### config.mk
export PLATFORM = sky130hd
export DESIGN_NAME = noise_generator
export DESIGN_NICKNAME = d
export VERILOG_FILES = /design/src/rtl/noise_generator.sv
export SDC_FILE = /design/constraint.sdc
export NUM_CORES = 1
export LEC_CHECK = 0
export ABC_AREA = 1
export ABC_CLOCK_PERIOD_IN_PS = 1800
export CAP_MARGIN = 10
export CORE_ASPECT_RATIO = 1.25
export CORE_UTILIZATION = 35
export CTS_BUF_LIST = sky130_fd_sc_hd__clkbuf_4 sky130_fd_sc_hd__clkbuf_8 sky130_fd_sc_hd__clkbuf_16
export DETAILED_ROUTE_END_ITERATION = 7
export GPL_TIMING_DRIVEN = 0
export MAX_ROUTING_LAYER = met4
export PLACE_DENSITY_LB_ADDON = 0.3
export SKIP_LAST_GASP = 1
export SYNTH_ARGS = -nofsm -noshare
export SYNTH_HDL_FRONTEND = slang
export SYNTH_SLANG_ARGS = --single-unit
### constraint.sdc
create_clock -name clk -period 1.8 [get_ports clk]
set_input_delay 0.36 -clock clk [delete_from_list [all_inputs] [get_ports clk]]
set_output_delay 0.36 -clock clk [all_outputs]
set_load 0.01 [all_outputs]
### src/rtl/noise_generator.sv
// rtl/noise_generator.sv - divided-rate LFSR noise source with white/periodic feedback
module noise_generator #(
    parameter int                   LFSR_BITS = 15,
    parameter logic [LFSR_BITS-1:0] TAP_MASK  = 15'h0003,
    parameter int                   DIV_BITS  = 7
) (
    input  logic       clk,
    input  logic       reset_n,
    input  logic       enable,
    input  logic       control_wr,
    input  logic [2:0] control,
    input  logic       tone3_edge,
    output logic       out,
    output logic       shift_strobe
);

    localparam logic [LFSR_BITS-1:0] SEED     = {1'b1, {(LFSR_BITS-1){1'b0}}};
    localparam logic [DIV_BITS-1:0]  TERM_32  = DIV_BITS'(31);
    localparam logic [DIV_BITS-1:0]  TERM_64  = DIV_BITS'(63);
    localparam logic [DIV_BITS-1:0]  TERM_128 = DIV_BITS'(127);

    if (TAP_MASK[0] != 1'b1) begin : g_bad_tap
        $error("noise_generator: TAP_MASK bit 0 must be set");
    end
    if (LFSR_BITS < 4 || LFSR_BITS > 24) begin : g_bad_width
        $error("noise_generator: LFSR_BITS must be within 4..24");
    end
    if (DIV_BITS < 7) begin : g_bad_div
        $error("noise_generator: DIV_BITS must be at least 7");
    end

    logic [2:0]           ctrl_q, ctrl_d;
    logic [DIV_BITS-1:0]  cnt_q, cnt_d;
    logic [LFSR_BITS-1:0] lfsr_q, lfsr_d;
    logic                 shift_strobe_q, shift_strobe_d;
    logic [DIV_BITS-1:0]  term;
    logic                 shift_fire;
    logic                 feedback;

    always_comb begin
        term = TERM_128;
        case (ctrl_q[1:0])
            2'b00:   term = TERM_32;
            2'b01:   term = TERM_64;
            default: term = TERM_128;
        endcase
    end

    // White mode feeds back tap parity; periodic mode recirculates bit 0.
    always_comb begin
        feedback = ctrl_q[2] ? ^(lfsr_q & TAP_MASK) : lfsr_q[0];
    end

    always_comb begin
        ctrl_d     = ctrl_q;
        cnt_d      = cnt_q;
        lfsr_d     = lfsr_q;
        shift_fire = 1'b0;
        if (control_wr) begin
            ctrl_d = control;
            cnt_d  = '0;
            lfsr_d = SEED;
        end else begin
            if (enable) begin
                if (ctrl_q[1:0] == 2'b11) begin
                    cnt_d      = '0;
                    shift_fire = tone3_edge;
                end else if (cnt_q == term) begin
                    cnt_d      = '0;
                    shift_fire = 1'b1;
                end else begin
                    cnt_d = cnt_q + 1'b1;
                end
            end
            // An all-zero register would never leave zero, so it is reseeded.
            if (lfsr_q == '0) begin
                lfsr_d = SEED;
            end else if (shift_fire) begin
                lfsr_d = {feedback, lfsr_q[LFSR_BITS-1:1]};
            end
        end
        shift_strobe_d = shift_fire;
    end

    always_ff @(posedge clk or negedge reset_n) begin
        if (!reset_n) begin
            ctrl_q         <= 3'b000;
            cnt_q          <= '0;
            lfsr_q         <= SEED;
            shift_strobe_q <= 1'b0;
        end else begin
            ctrl_q         <= ctrl_d;
            cnt_q          <= cnt_d;
            lfsr_q         <= lfsr_d;
            shift_strobe_q <= shift_strobe_d;
        end
    end

    assign out          = lfsr_q[0];
    assign shift_strobe = shift_strobe_q;

endmodule

==> reports/results.txt, run 1 <==
Worst-Margin Slew: 576.2 ps
Max VDD drop: 0.3148 mV
relative slew slack: 61.58%
TritonCTS buffer count: 3
Vias: 1176
period utilisation layout: 87.30%
XOR/XNOR Fraction of Synth Area: 0%
sequential fraction of the synthesis area: 46.52%
CTS tree: built
cts hold-fix bufs: 0
worst skew pair latency: 280 ps
RSZ-0062 raised after global routing: no
reg-to-reg critical path endpoint: lfsr_q[11]
CP max FO: 3
most common cell after layout, fill and taps aside: nand2_1
Die H: 72.75 um
Synth cell types: 21
final slew viol count: 0
fin crit period: 1571 ps
core area: 3816 um^2
R2R depth: 12
share of cells above drive strength 1: 9.615%
Clock Sinks: 26
area delta synth->final: 13.66%
Worst Path Required: 1440 ps
largest area contributor in the synthesized netlist: dfrtp_1
Die X-Extent: 58.60 um
Starting DRT DRC Count: 55
Initial Utilization: 36.72%
final wirelength: 2652 um
fill count: 418
H-tree depth: 1
Crit path buffers/inverters: 1
ANT cells: 0
GRT Total Usage: 16.26%
# IOs: 10
CP cell instances: clkdlybuf4s50_1
r2r setup slk: 230 ps
Post-layout nets: 219
Final Util: 41.74%
CP delay by family, top: buffers and inverters
Pwr Density: 756.5 nW/um^2
final-report setup violation count: 0
total gr overflow: 0
count of TritonRoute iterations in the first routing pass: 4
CP max stage delay: 550 ps
Reg clk slew, reported paths: 100 ps
FP Rows: 25
GPL Wtd Cong: 0.8330
Leakage Power: 0.9297 nW
DRC errors left: 0
syn avg cell area: 7.150 um^2
Yosys top cell area share: 44.64%
synth warn: 0
area of the mapped netlist: 1401 um^2
final hold vios: 0
crit path DAT: 1210 ps
largest net degree at the start of global routing: 27
Simple-Gate Fraction of Synth Area: 35.54%
largest family of logic cells by synthesized area: simple AND/OR/NAND/NOR gates
Compound-Gate Fraction of Synth Area: 5.179%
Worst path slowest cell: clkdlybuf4s50_1
Post-CTS Setup Repair Bufs: 0
vias in the first global route: 1230
CP Class: flop to primary output
CTS resizes: 0
mux contribution to synthesized area: 0%
worst-case clock buffer depth: 2
Fmax: 636.3 MHz
routed len/inst: 10.12 um
PortBufs: 8
antenna-violating nets left: 0
routed vias/inst: 4.489
CP startpoint kind: flop
number of synthesized register bits: 26
status: completed
worst hold-check path type: input port to asynchronous set/reset pin
HPWL Detailed: 1879 um
most frequent cells in the layout: 73 x nand2_1, 28 x inv_1, 25 x dfrtp_1
Worst Skew: 10.76 ps
Die Area: 4262 um^2
post-route setup TNS: 0 ps
crit end category: primary output
Syn Nets: 206
top cells by area, synth: dfrtp_1 45%, nand2_1 20%, nand3_1 8.6%, inv_1 7.5%, nor2_1 3.2%
first-pass GRT wire length: 4995 um
Root Buffer: clkbuf_8
Critical R2R Launch: cnt_q[0]
Max-Cap Viols: 0
Mapped Cells: 196
initial antenna violation count: 0
adder-cell share of the synthesized area: 1.786%
[routing by layer]
metal  part of all wire [%]  global-route usage [%]  vias up
met2                     49                   27.08       12
met5                      0                       -        -
met1                     46                   18.12      534
met4                    2.6                   10.58        0
met3                    2.4                   2.128        5
li1                       -                       -      625
[worst register-to-register path, stage by stage, from the launching register on]
cell and delay [ps]:
dfrtp_1 390, ha_1 210, nand2_1 60, inv_1 70, nand2_2 90, nor2_2 40, nand2_2 110, nand2_4 90
nand2_4 110, buf_6 150, nand2_1 50, nand2_1 50, inv_1 40
[metrics by stage]
step           power (mW)  setup WS, ps  instance area [um^2]  hold WS (ps)  std cells
2_1_floorplan      0.7891         404.9                  1401         64.41        196
3_3_place_gp       0.8479        -45.65                  1549         472.9        258
3_5_place_dp       0.8490        -31.83                  1549         487.7        258
4_1_cts             1.223         203.6                  1598         330.7        262
5_1_grt             1.290         64.46                  1593         116.9        262
6_report            1.205         228.5                  1593         57.22        262
[how the worst max path moves through the flow]
stage                         start    endpoint  cells past startpoint
after floorplan            cnt_q[0]  lfsr_q[10]                     12
after global placement      reset_n   lfsr_q[8]                      1
after detailed placement    reset_n   lfsr_q[9]                      1
after CTS                  cnt_q[0]  lfsr_q[11]                     12
after global routing       cnt_q[0]  lfsr_q[11]                     12
final                     lfsr_q[0]         out                      1
[power breakdown]
group | switching, mW | internal [mW] | total (mW)
sequential | 0.0243 | 0.624 | 0.648
clock | 0.198 | 0.174 | 0.372
combinational | 0.115 | 0.0694 | 0.184
total | 0.338 | 0.867 | 1.20
[registers in the layout (all words and copies together) (netlist names)]
name,cells
ctrl_q,3
shift_strobe,1
cnt_q,7
lfsr_q,15
[cell type report]
class	instances	area [um^2]	share of cell area (%)
clock buffer	4	48.80	3.064
timing repair buffer	8	75.07	4.713
inverter	31	116.4	7.306
tap	54	67.56	4.242
buffer	6	37.54	2.357
sequential	26	651.9	40.93
multi-input combinational	133	595.6	37.39
[cell usage after synthesis]
master / instances
a21oi_1: 4
a22oi_1: 1
buf_2: 3
buf_4: 1
buf_6: 1
clkbuf_1: 1
dfrtp_1: 25
dfstp_2: 1
ha_1: 2
inv_1: 28
inv_2: 3
nand2_1: 73
nand2_2: 2
nand2_4: 2
nand3_1: 24
nand4_1: 1
nor2_1: 12
nor2_2: 2
nor3_1: 1
o21ai_0: 6
o21ai_1: 3
[cells by family (layout without fill, tap and decap cells)]
logic type,after synthesis,count (layout)
compound gates,14,14
simple gates,117,117
fa+ha+maj,2,2
flops,26,26
buf+inv,37,49
(Power assumes the default switching activity.)
==> run 2: changes to the inputs <==
--- a/config.mk
+++ b/config.mk
@@ -12,6 +12,7 @@
 export CORE_UTILIZATION = 35
 export CTS_BUF_LIST = sky130_fd_sc_hd__clkbuf_4 sky130_fd_sc_hd__clkbuf_8 sky130_fd_sc_hd__clkbuf_16
 export DETAILED_ROUTE_END_ITERATION = 7
+export GPL_ROUTABILITY_DRIVEN = 0
 export GPL_TIMING_DRIVEN = 0
 export MAX_ROUTING_LAYER = met4
 export PLACE_DENSITY_LB_ADDON = 0.3
==> results of run 2 <==
The final DEF is identical to that of run 1; final timing and power are the same.
==> edit: new RTL, settings of run 2 <==
Change the parameter `LFSR_BITS` from 15 to 17.
--- a/src/rtl/noise_generator.sv
+++ b/src/rtl/noise_generator.sv
@@ -1,5 +1,5 @@
 // rtl/noise_generator.sv - divided-rate LFSR noise source with white/periodic feedback
 module noise_generator #(
-    parameter int                   LFSR_BITS = 15,
+    parameter int                   LFSR_BITS = 17,
     parameter logic [LFSR_BITS-1:0] TAP_MASK  = 15'h0003,
     parameter int                   DIV_BITS  = 7
Check against the original RTL: same outputs for any inputs over 10 cycles, from zero or initial values and one cycle with reset_n low; that may be too few to reach the edited logic, so the function may still have changed.
==> edit against run 2 <==
Routed wire length is 11% higher; setup slack lost 0.0061 ns; sequential cell count is 2 higher; clock skew down 0.0026 ns; area after synthesis is 5.3% higher; total power is 2.7% lower; cell area up 7.5%; first-iteration DRC count up 49%; largest cell class unchanged; largest power group unchanged.
==> edit: results (changes against run 2) <==
| Metric | Value |
|---|---|
| Run status | finished, final reports clean |
| Worst reg-to-reg path cell count | 9 (-3) |
| H-tree Lvls | 1 (unchanged) |
| Peak supply drop | 0.303 mV (-3.7%) |
| Data arrival, critical path | 1.76 ns (+0.55 ns) |
| Slowest cell on the critical path | dfrtp_1 |
| Worst-path maximum fanout | 10 (+7) |
| Vias in the first global route | 1,234 (+0.33%) |
| Placed insts | 255 (-1.2%) |
| Placed Area | 0.00166 mm2 (+7.3%) |
| Layout Nets | 214 (-2.3%) |
| Largest net degree at the start of global routing | 19 (-30%) |
| Biggest regs | lfsr_q x17, cnt_q x7, ctrl_q x3 |
| Leakage Power | 0.000857 uW (-7.8%) |
| HPWL Detailed | 2.25 mm (+20%) |
| Number of port buffers | 9 (+1) |
| Wire per inst | 11.4 um (+12%) |
| Crit end category | register |
| Max Clock Skew | 0.00818 ns (-0.00257 ns) |
| Via Count | 1,201 (+2.1%) |
| Vias per std cell | 4.64 (+3.3%) |
| Cell family with most CP delay | simple AND/OR/NAND/NOR gates |
| Synth unique cells | 28 (+33%) |
| Synth cell count leaders | nand2_1 (56), nor2_1 (29), dfrtp_1 (27) |
| First-pass GRT wire length | 5.20 mm (+4.1%) |
| Syn Inst Count | 189 (-3.6%) |
| Root Driver | clkbuf_8 |
| Syn Nets | 199 (-3.4%) |
| Synth Flop Type | dfrtp_1 |
| Drt initial violations | 82 (+49%) |
| Worst Max-Slew Pin Slew | 0.611 ns (+0.0348 ns) |
| Fraction of layout cells with a size suffix above 1 | 12.8% (+3.2 points) |
| Ranking of synthesized cells by area | dfrtp_1 (46%), nand2_1 (14%), nor2_1 (7.4%), nand3_1 (4.7%), inv_1 (4.6%) |
| YS warnings | 0 (unchanged) |
| Clk slew on worst S/H paths | 0.10 ns (about the same) |
| Sequential share of the synthesized area | 47.6% (+1.1 points) |
| Ys async rst share | 100% (unchanged) |
| FILL cells | 428 (+2.4%) |
| GRT Overall Usage | 16.1% (-0.21 points) |
| Slowest stage delay, CP | 0.40 ns (-0.15 ns) |
==> edit: changes by cell type after synthesis, moves of 3 or more <==
cell | run 2 | this run
nand2_1 | 73 | 56
nor2_1 | 12 | 29
inv_1 | 28 | 18
nand3_1 | 24 | 14
o21ai_2 | 0 | 6
buf_2 | 3 | 0
==> edit: metal layers <==
layer / part of all wire, % / up-vias / track usage [%]
li1: - / 622 / -
met1: 46 / 549 / 18.8
met2: 48 / 20 / 26.2
met3: 2.6 / 10 / 2.78
met4: 3.1 / 0 / 8.01
met5: 0 / - / -
==> edit: power by group <==
part | switching (uW) | total, uW | internal (uW)
combinational | 87.1 | 140 | 52.7
clock | 199 | 373 | 174
sequential | 14.2 | 660 | 645
total | 300 | 1170 | 872
==> edit: how the worst min path moves through the flow <==
stage          cells after the start  slack [ns]                      to                   start
5_1_grt                            1        0.51    cnt_q[5]$_DFFE_PN0P_                 reset_n
3_5_place_dp                       2        0.49  lfsr_q[16]$_DFFE_PN1P_  lfsr_q[16]$_DFFE_PN1P_
4_1_cts                            1        0.48    cnt_q[5]$_DFFE_PN0P_                 reset_n
6_report                           1        0.45    cnt_q[5]$_DFFE_PN0P_                 reset_n
2_1_floorplan                      0        0.06    cnt_q[0]$_DFFE_PN0P_                 reset_n
3_3_place_gp                       2        0.48  lfsr_q[16]$_DFFE_PN1P_  lfsr_q[16]$_DFFE_PN1P_
==> edit: metrics by stage <==
stage	power (uW)	utilization [%]	setup TNS [ns]	worst slack [ns]
2_1_floorplan	752	-	0	0.407
3_3_place_gp	805	40.2	-3.84	-0.143
3_5_place_dp	814	40.9	0	0.00557
4_1_cts	1180	42.1	0	0.204
5_1_grt	1230	42.1	0	0.0628
6_report	1170	42.1	0	0.222
==> edit: worst register-to-register path, cell delays in order (launching register included) <==
cell and delay (ns):
dfrtp_1 0.40, ha_1 0.21, nand4_1 0.17, nor2_2 0.13, nand2_2 0.10, nand2_4 0.12
nand2_8 0.08, buf_6 0.16, nand2_1 0.08, o21ai_2 0.05
==> edit: layout make-up <==
type                    instances  area share [%]
plain buffers                   4            1.75
multi-input cells             132            37.9
inverters                      25            5.48
repair buffers                 10            6.87
clock buffers                   4            2.85
flip-flops and latches         28            41.0
well taps                      56            4.09
==> edit: cells by family after synthesis <==
logic type / synth area share, %
fa+ha+maj: 1.70
compound gates: 8.74
buf+inv: 8.40
simple gates: 33.0
flops: 47.6
xor+xnor: 0.594
